<file path="src/rtl/uart_rx_pkg.sv">
// Shared types and constants for the parametrised UART receiver.
package uart_rx_pkg;

  typedef enum logic [2:0] {
    IDLE,
    START,
    DATA,
    PARITY,
    STOP,
    BREAK
  } state_t;

  localparam logic PAR_EVEN  = 1'b0;
  localparam logic PAR_ODD   = 1'b1;
  localparam int   PRESC_MIN = 6;

  // Parity bit the transmitter should have sent for the given data XOR.
  function automatic logic par_expect(input logic data_xor, input logic par_typ);
    return data_xor ^ (par_typ == PAR_ODD);
  endfunction

endpackage

</file>
<file path="src/rtl/uart_rx_sampler.sv">
// Line front end: 2-FF synchroniser, per-bit edge counter and 3-sample
// majority vote around the bit centre.
module uart_rx_sampler #(
  parameter int PRESC_W = 6
) (
  input  logic               clk,
  input  logic               rst_n,
  input  logic               rx_in,
  input  logic               cnt_clr,
  input  logic [PRESC_W-1:0] presc,
  output logic               rx_sync,
  output logic               vote,
  output logic               vote_stb,
  output logic               bit_end
);

  logic               sync1_reg, sync2_reg;
  logic [PRESC_W-1:0] edge_cnt_reg;
  logic               s0_reg, s1_reg;
  logic [PRESC_W-1:0] half;

  assign half     = presc >> 1;
  assign rx_sync  = sync2_reg;
  assign bit_end  = (edge_cnt_reg == presc - PRESC_W'(1));
  assign vote_stb = (edge_cnt_reg == half + PRESC_W'(1));
  // Third sample is the live synchronised value at the strobe point.
  assign vote     = (s0_reg & s1_reg) | (s0_reg & sync2_reg) | (s1_reg & sync2_reg);

  always_ff @(posedge clk or negedge rst_n) begin
    if (!rst_n) begin
      sync1_reg    <= 1'b1;
      sync2_reg    <= 1'b1;
      edge_cnt_reg <= '0;
      s0_reg       <= 1'b0;
      s1_reg       <= 1'b0;
    end else begin
      sync1_reg <= rx_in;
      sync2_reg <= sync1_reg;
      if (cnt_clr || bit_end) edge_cnt_reg <= '0;
      else                    edge_cnt_reg <= edge_cnt_reg + PRESC_W'(1);
      if (edge_cnt_reg == half - PRESC_W'(1)) s0_reg <= sync2_reg;
      if (edge_cnt_reg == half)               s1_reg <= sync2_reg;
    end
  end

endmodule

</file>
<file path="src/rtl/uart_rx_ext.sv">
// Parametrised UART receiver: frame FSM, shift register and valid/ready output.
// Optional break detection is enabled with UART_RX_BREAK_DETECT_EN.
module uart_rx_ext
  import uart_rx_pkg::*;
#(
  parameter int DATA_W  = 8,
  parameter int PRESC_W = 6
) (
  input  logic               i_clk,
  input  logic               i_reset,
  input  logic               i_rx_in,
  input  logic [PRESC_W-1:0] i_prescale,
  input  logic               i_par_en,
  input  logic               i_par_typ,
  input  logic               i_two_stop,
  input  logic               i_data_ready,
  output logic [DATA_W-1:0]  o_data,
  output logic               o_data_valid,
  output logic               o_par_err,
  output logic               o_frm_err,
  output logic               o_overrun,
  output logic               o_break
);

  localparam int BC_W = $clog2(DATA_W);

  state_t             state_reg, state_next;
  logic [PRESC_W-1:0] presc_reg, presc_norm;
  logic               par_en_reg, par_typ_reg, two_stop_reg;
  logic [DATA_W-1:0]  shift_reg;
  logic [BC_W-1:0]    bit_cnt_reg;
  logic               stop_cnt_reg;
  logic               par_err_reg, frm_err_reg;
  logic               rx_sync, vote, vote_stb, bit_end, cnt_clr;
  logic               start_det, publish;
`ifdef UART_RX_BREAK_DETECT_EN
  logic               zero_reg, brk_det;
`endif

  // Odd prescale rounds down, anything below the minimum is lifted to it.
  assign presc_norm = (i_prescale < PRESC_W'(PRESC_MIN)) ? PRESC_W'(PRESC_MIN)
                                                         : (i_prescale & ~PRESC_W'(1));

  uart_rx_sampler #(.PRESC_W(PRESC_W)) u_sampler (
    .clk      (i_clk),
    .rst_n    (i_reset),
    .rx_in    (i_rx_in),
    .cnt_clr  (cnt_clr),
    .presc    (presc_reg),
    .rx_sync  (rx_sync),
    .vote     (vote),
    .vote_stb (vote_stb),
    .bit_end  (bit_end)
  );

  always_comb begin
    state_next = state_reg;
    start_det  = 1'b0;
    publish    = 1'b0;
    cnt_clr    = 1'b0;
`ifdef UART_RX_BREAK_DETECT_EN
    brk_det    = 1'b0;
`endif
    case (state_reg)
      IDLE: begin
        cnt_clr = 1'b1;
        if (!rx_sync) begin
          state_next = START;
          start_det  = 1'b1;
        end
      end
      START: begin
        if (vote_stb && vote) state_next = IDLE;
        else if (bit_end)     state_next = DATA;
      end
      DATA: begin
        if (bit_end && bit_cnt_reg == BC_W'(DATA_W - 1))
          state_next = par_en_reg ? PARITY : STOP;
      end
      PARITY: begin
        if (bit_end) state_next = STOP;
      end
      STOP: begin
        // Leave at the last stop-bit vote so a back-to-back start is not missed.
        if (vote_stb && (stop_cnt_reg == two_stop_reg)) begin
          cnt_clr    = 1'b1;
          state_next = IDLE;
`ifdef UART_RX_BREAK_DETECT_EN
          if (zero_reg && !vote) begin
            state_next = BREAK;
            brk_det    = 1'b1;
          end else begin
            publish = 1'b1;
          end
`else
          publish = 1'b1;
`endif
        end
      end
      BREAK: begin
`ifdef UART_RX_BREAK_DETECT_EN
        // Edge counter doubles as the run length of consecutive idle samples.
        cnt_clr = !rx_sync;
        if (rx_sync && bit_end) state_next = IDLE;
`else
        cnt_clr    = 1'b1;
        state_next = IDLE;
`endif
      end
      default: state_next = IDLE;
    endcase
  end

  always_ff @(posedge i_clk or negedge i_reset) begin
    if (!i_reset) begin
      state_reg    <= IDLE;
      presc_reg    <= PRESC_W'(PRESC_MIN);
      par_en_reg   <= 1'b0;
      par_typ_reg  <= PAR_EVEN;
      two_stop_reg <= 1'b0;
      shift_reg    <= '0;
      bit_cnt_reg  <= '0;
      stop_cnt_reg <= 1'b0;
      par_err_reg  <= 1'b0;
      frm_err_reg  <= 1'b0;
      o_data       <= '0;
      o_data_valid <= 1'b0;
      o_par_err    <= 1'b0;
      o_frm_err    <= 1'b0;
      o_overrun    <= 1'b0;
    end else begin
      state_reg <= state_next;
      if (start_det) begin
        presc_reg    <= presc_norm;
        par_en_reg   <= i_par_en;
        par_typ_reg  <= i_par_typ;
        two_stop_reg <= i_two_stop;
        bit_cnt_reg  <= '0;
        stop_cnt_reg <= 1'b0;
        par_err_reg  <= 1'b0;
        frm_err_reg  <= 1'b0;
      end
      if (vote_stb) begin
        case (state_reg)
          DATA:    shift_reg   <= {vote, shift_reg[DATA_W-1:1]};
          PARITY:  par_err_reg <= (vote != par_expect(^shift_reg, par_typ_reg));
          STOP:    if (!vote) frm_err_reg <= 1'b1;
          default: ;
        endcase
      end
      if (bit_end) begin
        if (state_reg == DATA) bit_cnt_reg  <= bit_cnt_reg + BC_W'(1);
        if (state_reg == STOP) stop_cnt_reg <= 1'b1;
      end

      o_overrun <= 1'b0;
      if (publish && (!o_data_valid || i_data_ready)) begin
        o_data       <= shift_reg;
        o_par_err    <= par_err_reg;
        o_frm_err    <= frm_err_reg | !vote;
        o_data_valid <= 1'b1;
      end else if (publish) begin
        o_overrun <= 1'b1;
      end else if (i_data_ready) begin
        o_data_valid <= 1'b0;
      end
    end
  end

`ifdef UART_RX_BREAK_DETECT_EN
  always_ff @(posedge i_clk or negedge i_reset) begin
    if (!i_reset) begin
      zero_reg <= 1'b0;
      o_break  <= 1'b0;
    end else begin
      o_break <= brk_det;
      if (start_det)
        zero_reg <= 1'b1;
      else if (vote_stb && (state_reg == DATA || state_reg == PARITY || state_reg == STOP))
        zero_reg <= zero_reg & !vote;
    end
  end
`else
  assign o_break = 1'b0;
`endif

endmodule

</file>
<file path="config.mk">
export PLATFORM = sky130hd
export DESIGN_NAME = uart_rx_ext
export DESIGN_NICKNAME = d
export VERILOG_FILES = /design/src/rtl/uart_rx_pkg.sv /design/src/rtl/uart_rx_sampler.sv /design/src/rtl/uart_rx_ext.sv
export SDC_FILE = /design/constraint.sdc
export NUM_CORES = 1
export LEC_CHECK = 0
export CORE_ASPECT_RATIO = 0.8
export CORE_UTILIZATION = 50
export CTS_CLUSTER_DIAMETER = 150
export DETAILED_ROUTE_END_ITERATION = 10
export PLACE_DENSITY = 0.71
export SYNTH_ARGS = -nofsm -noshare
export SYNTH_HDL_FRONTEND = slang
export SYNTH_SLANG_ARGS = --single-unit
</file>
<file path="constraint.sdc">
create_clock -name i_clk -period 6.27 [get_ports i_clk]
set_clock_uncertainty 0.1 [all_clocks]
set_input_delay 1.254 -clock i_clk [delete_from_list [all_inputs] [get_ports i_clk]]
set_output_delay 1.254 -clock i_clk [all_outputs]
set_load 0.05 [all_outputs]
</file>
==> results of run 1 <==
[cell usage after synthesis, types with 3 or more instances]
cell and instances:
inv_1 6, xor2_1 9, clkbuf_1 5, nor3_1 4
ha_1 5, mux2_2 20, nor2_1 17, o21ai_0 13
dfstp_2 4, buf_4 3, o211ai_1 3, nand3_1 8
nand4_1 3, dfrtp_1 43, buf_2 4, nor2b_1 3
xnor2_1 19, nand2_1 37
[kinds of logic (layout without fill, tap and decap cells)]
kind of cell	Yosys count	in the layout	share of synthesized area, %
AND/OR/NAND/NOR	89	89	18.06
flip-flops	47	47	46.97
AO/OA/AOI/OAI	34	34	9.254
XOR/XNOR	28	28	9.751
multiplexers	22	22	9.801
buffers and inverters	19	37	3.532
adder cells (fa/ha/maj)	5	5	2.488
other	1	1	0.1491
[final cells by class]
cell class                      instances  area (um^2)
Clock buffer                            5        68.82
Timing Repair Buffer                   23        225.2
Clock inverter                          3        20.02
Sequential cell                        47         1181
Fill cell                             400         1863
Multi-Input combinational cell        179         1251
Inverter                                6        22.52
Tap cell                               60        75.07
[power groups by stage]
stage	sequential, mW	combinational (mW)	clock [mW]
after floorplan	0.415	0.378	0
after global placement	0.466	0.405	0
after detailed placement	0.467	0.415	0
after CTS	0.461	0.418	0.187
after global routing	0.475	0.466	0.199
final	0.463	0.418	0.181
[stage by stage]
stage          hold slack [ns]  cells  setup WS (ns)
2_1_floorplan           0.2452    245          3.478
3_3_place_gp            0.2465    315          3.420
3_5_place_dp            0.2468    315          3.410
4_1_cts                 0.2628    323          3.392
5_1_grt                 0.2700    323          3.258
6_report                0.2616    323          3.375
[routing by layer]
layer | wire [um] | GRT usage (%)
met1 | 2464 | 28.92
met2 | 1992 | 28.75
met3 | 234 | 5.556
met4 | 63 | 6.696
met5 | 0 | 0
[how the worst max path moves through the flow]
stage / startpoint / endpoint / slack (ns) / depth (start not counted)
6_report: presc_reg[1]$_DFFE_PN1P_ / state_reg[0]$_DFFE_PN0P_ / 3.38 / 8
5_1_grt: presc_reg[1]$_DFFE_PN1P_ / o_frm_err$_DFFE_PN0P_ / 3.26 / 8
4_1_cts: presc_reg[1]$_DFFE_PN1P_ / state_reg[0]$_DFFE_PN0P_ / 3.39 / 8
3_5_place_dp: presc_reg[1]$_DFFE_PN1P_ / state_reg[0]$_DFFE_PN0P_ / 3.41 / 8
3_3_place_gp: presc_reg[1]$_DFFE_PN1P_ / state_reg[0]$_DFFE_PN0P_ / 3.42 / 8
2_1_floorplan: presc_reg[1]$_DFFE_PN1P_ / state_reg[0]$_DFFE_PN0P_ / 3.48 / 10
==> metrics.cfg, run 1 <==
[run_status]
status=complete, no violations

[critical_path]
rr_startpoint=presc_reg[1]$_DFFE_PN1P_
cp-end-kind=flip-flop
setup.worst_path.start_class=flip-flop
r2r-end=state_reg[0]$_DFFE_PN0P_
crit_slowest_cell=dfstp_2
timing.critical_path.cells=inv_1 > ha_1 > o21ba_2 > a221o_1 > a211o_1 > o21a_1 > o31ai_2 > mux2_1
crit_required_ns=6.36
max_stage_delay_ns=0.64
reg2reg_slack_ns=3.38
cp_top_family=compound AO/OA/AOI/OAI gates
critPathMaxFanout=8
worst-endpoint-arrival_ns=2.98
worst-path-buf-inv=1
worstRegToRegCells=8
critical_path_class=reg -> reg

[sta]
fmax_ghz=0.3454
finalMaxSlewViolations=0
fin_crit_sh_pct=46.17
rsz0062_at_grt=no
fin_tns_setup_ns=0
final-hold-violation-count=0
max_slew_margin_pct=28.06
period_needed_ns=2.895
worst_pin_slew_ns=1.070
setup_violations=0

[detailed_routing]
drt_wl_total_um=4755
drtAntennaViolNets=0
firstDrtPassIters=4
drc=0
post_drt_wl_per_cell_um=14.72
dr.first_iter.drc_count=68
vias=1768
viasPerCell=5.474

[pwr]
p_leak_nw=1.240
p_per_area_mw_per_mm2=373.4
switching_share_pct=40.86
internal_power_uw=628.1
fin_total_pwr_mw=1.062
ir_worst_vdd_v=0.0002008
comb_power_share_pct=39.4
p_clk_share_pct=17.0
switching_power_uw=433.8
seq_power_share_pct=43.6

[min_path]
hold_end=u_sampler.rx_sync$_DFF_PN1_
hold_class=reg -> reg
hold_depth=0
worstHoldStart=u_sampler.sync1_reg$_DFF_PN1_

[synth]
yosysUniqueCellTypes=51
async_flop_share_pct=100.0
synthTopCellsByArea=dfrtp_1 (43%), mux2_2 (9.0%), xnor2_1 (6.6%)
postSynthAreaPerCell_um2=10.26
netlist_area_mm2=0.002515
synth.net_count=263
ys_warn_count=0
yosysTopAreaCellShare_pct=42.79
syn_inst=245
ys.flop_type=dfrtp_1
synth-edff-count=0
synth_seq_cells=47
synth_area_leader_cell=dfrtp_1
ys_seq_area_share_pct=46.97

[clock_network]
cts_buffer_depth=2
cts_hold_buf=0
cts.sinks=47
cts-buffers-inserted=5
clock_latency_ns=0.30
cts_max_level=2
cts_tree=built
cts-resized-gates=0
clk_root_buffer_cell=clkbuf_8
cts.clk_slew.worst_paths_ns=0.09
cts_setup_buffers=0

[floorplanning]
start_util_pct=53.43
io_pins=26
fp.coreArea_mm2=0.004707
die_w_um=81.29
die_h_um=65.44
dieArea_mm2=0.005319
rows=22

[finish]
stdcell_area_mm2=0.002844
layout_common_cells=dfrtp_1 (43), nand2_1 (37), clkdlybuf4s50_1 (22), mux2_2 (20), xnor2_1 (19)
final_common_cell=dfrtp_1
area_delta_synth_final_pct=13.08
final_util_pct=60.42
antenna_cells=0
nets=280
drive_above_1_share_pct=16.35

[placed_design]
dp_hpwl_um=3329
port_buffers=23
place.gp.congestion=0.9043
post_dp_cell_area_mm2=0.002755

[global_routing]
grt_util_all_layers_pct=20.06
antenna_found_initial=0
grt_max_degree=48
grt_pass1_wl_um=7921
first_global_vias=1652
grt_overflow=0

[flow_run]
cap_violations=0

(Power assumes the default switching activity.)
==> run 2, diff against run 1 <==
==> constraint.sdc (replaced) <==
create_clock -name i_clk -period 2.9 [get_ports i_clk]
set_clock_uncertainty 0.1 [all_clocks]
set_input_delay 0.58 -clock i_clk [delete_from_list [all_inputs] [get_ports i_clk]]
set_output_delay 0.58 -clock i_clk [all_outputs]
set_load 0.05 [all_outputs]
==> run 2 against run 1 <==
- combinational power is 130% higher
- largest power group unchanged
- via count grew 1.9%
- worst hold slack worse by 0.0016 ns
- global-route usage up 1.1 points
- sequential power up 110%
- setup slack lost 3.2 ns
- utilization up 1.6 points
- count of clock-buffer cells in the layout up 1
- critical path depth shrank 1
- die area is the same
- clock power increased to 2.7 times the previous value
- total power is 130% higher
==> metrics.cfg, run 2 (synthesized netlist as in run 1, its figures left out) <==
[run_status]
status=complete, no violations

[finish]
drive_above_1_share_pct=18.59  ; +2.2 points
layout_common_cells=dfrtp_1 (43), nand2_1 (37), clkdlybuf4s50_1 (22), mux2_2 (20), xnor2_1 (19)
nets=286  ; +2.1%
antenna_cells=0  ; unchanged
multi_input_area_mm2=0.001254  ; +0.20%
final_common_cell=dfrtp_1
nFillCells=388  ; -3.0%
layout.cells.non_filler=329  ; +1.9%
seq_area_mm2=0.001181  ; unchanged
area_delta_synth_final_pct=16.12

[clock_network]
cts_max_level=2  ; unchanged
clock_latency_ns=0.29  ; about the same
cts_hold_buf=0  ; unchanged
cts_tree=built
cts.clk_slew.worst_paths_ns=0.09  ; about the same
cts-buffers-inserted=5  ; unchanged
cts_buffer_depth=2  ; unchanged
clk_root_buffer_cell=clkbuf_8
cts.sinks=47  ; unchanged

[sta]
fin_tns_setup_ns=0  ; unchanged
rsz0062_at_grt=no
period_needed_ns=2.746  ; -0.1492 ns
setup_slack_ns=0.1543  ; -3.221 ns
setup_violations=0  ; unchanged
final-hold-violation-count=0  ; unchanged
worst_pin_slew_ns=0.9858  ; -0.08443 ns
fin_crit_sh_pct=94.68  ; +49 points
fmax_ghz=0.3642  ; +5.4%
max_slew_margin_pct=34.28  ; +6.2 points
finalMaxSlewViolations=0  ; unchanged

[critical_path]
worst-path-buf-inv=1  ; unchanged
worstRegToRegCells=7  ; -1
max_stage_delay_ns=0.69  ; +0.05 ns
cp_top_family=compound AO/OA/AOI/OAI gates
r2r-end=u_sampler.s0_reg$_DFFE_PN0N_
crit_required_ns=2.99  ; -3.37 ns
setup.worst_path.start_class=flip-flop
rr_startpoint=presc_reg[2]$_DFFE_PN1P_
crit_slowest_cell=a2111oi_0
cp-end-kind=flip-flop
reg2reg_slack_ns=0.15  ; -3.22 ns
critPathMaxFanout=8  ; unchanged
critical_path_class=reg -> reg
timing.critical_path.cells=inv_1 > ha_1 > nand2b_1 > o211ai_1 > o2111ai_1 > a2111oi_0 > mux2_2
worst-endpoint-arrival_ns=2.83  ; -0.15 ns

[placed_design]
port_buffers=23  ; unchanged
dp_cells=321  ; +1.9%
dp_hpwl_um=3476  ; +4.4%
place.gp.congestion=0.8850  ; -2.1%
dp_worst_setup_slack_ns=0.1543  ; -3.255 ns

[detailed_routing]
dr.first_iter.drc_count=151  ; +120%
post_drt_wl_per_cell_um=14.64  ; -0.52%
vias=1801  ; +1.9%
drtAntennaViolNets=0  ; unchanged
firstDrtPassIters=4  ; unchanged
drc=0  ; unchanged
viasPerCell=5.474  ; about the same
drt_wl_total_um=4818  ; +1.3%

[floorplanning]
die_h_um=65.44  ; unchanged
start_util_pct=53.43  ; unchanged
fp.coreArea_mm2=0.004707  ; unchanged
io_pins=26  ; unchanged
die_w_um=81.29  ; unchanged
dieArea_mm2=0.005319  ; unchanged
rows=22  ; unchanged

[pwr]
p_leak_nw=1.290  ; +4.0%
p_per_area_mw_per_mm2=832.0  ; +120%
ir_worst_vdd_v=0.0003798  ; +89%

[min_path]
hold_class=reg -> reg
worstHoldStart=u_sampler.sync1_reg$_DFF_PN1_
hold_end=u_sampler.rx_sync$_DFF_PN1_
hold_depth=0  ; unchanged

[global_routing]
grt_pass1_wl_um=8300  ; +4.8%
grt_max_degree=46  ; -4.2%
grt_util_all_layers_pct=21.13  ; +1.1 points
first_global_vias=1691  ; +2.4%
antenna_found_initial=0  ; unchanged
grt_overflow=0  ; unchanged

[flow_run]
cap_violations=0  ; unchanged

[run 2: cell type report]
type	count	area share, %
Multi-Input combinational cell	179	42.93
Inverter	6	0.7712
Sequential cell	47	40.45
Clock buffer	6	2.828
Tap cell	60	2.571
Clock inverter	2	1.200
Timing Repair Buffer	29	9.254
[run 2: report_power, final]
group	switching [mW]	internal [mW]	total [mW]
combinational	0.517	0.430	0.947
sequential	0.206	0.783	0.989
clock	0.215	0.279	0.494
total	0.938	1.49	2.43
[run 2: worst max path at each step]
stage                     cells past startpoint                     start  slack, ns                            to
after global routing                          7  presc_reg[2]$_DFFE_PN1P_      0.002  u_sampler.s0_reg$_DFFE_PN0N_
after floorplan                              10  presc_reg[1]$_DFFE_PN1P_       0.11      state_reg[0]$_DFFE_PN0P_
after CTS                                     7  presc_reg[2]$_DFFE_PN1P_       0.14  u_sampler.s0_reg$_DFFE_PN0N_
final                                         7  presc_reg[2]$_DFFE_PN1P_       0.15  u_sampler.s0_reg$_DFFE_PN0N_
after global placement                        7  presc_reg[2]$_DFFE_PN1P_       0.19  u_sampler.s0_reg$_DFFE_PN0N_
after detailed placement                      7  presc_reg[2]$_DFFE_PN1P_       0.15  u_sampler.s0_reg$_DFFE_PN0N_
[run 2: per-layer routing]
layer | wire, um | share of wire (%) | track usage (%)
met2 | 2097 | 44 | 29.58
met4 | 38 | 0.79 | 4.464
met5 | 0 | 0 | 0
met3 | 181 | 3.8 | 5.139
met1 | 2501 | 52 | 32.64
[run 2: what timing repair did]
item	4_1_cts	5_1_grt
setup endpoints to repair	0	1
buffers inserted	0	0
resized for setup	0	1
endpoints found under the hold margin	0	0
[run 2: worst reg2reg max path, cell delays in order, from the launching register on]
cell       delay [ns]
dfstp_2          0.63
inv_1            0.09
ha_1             0.28
nand2b_1         0.20
o211ai_1         0.11
o2111ai_1        0.14
a2111oi_0        0.69
mux2_2           0.41
[run 2: per-stage QoR]
step	area [um^2]	hold slack [ns]	power, mW	utilization, %
2_1_floorplan	2515	0.1844	1.713	-
3_3_place_gp	2800	0.2462	1.916	59.49
3_5_place_dp	2800	0.2472	1.938	59.49
4_1_cts	2918	0.2601	2.438	61.99
5_1_grt	2920	0.2691	2.625	62.04
6_report	2920	0.2601	2.430	62.04
==> run 3, diff against run 2 <==
--- a/config.mk
+++ b/config.mk
@@ -9,7 +9,9 @@
 export CORE_UTILIZATION = 50
 export CTS_CLUSTER_DIAMETER = 150
 export DETAILED_ROUTE_END_ITERATION = 10
+export GPL_ROUTABILITY_DRIVEN = 1
 export PLACE_DENSITY = 0.71
+export SKIP_LAST_GASP = 1
 export SYNTH_ARGS = -nofsm -noshare
 export SYNTH_HDL_FRONTEND = slang
 export SYNTH_SLANG_ARGS = --single-unit
==> results of run 3 <==
No change in the layout: final DEF, timing and power equal those of run 2.
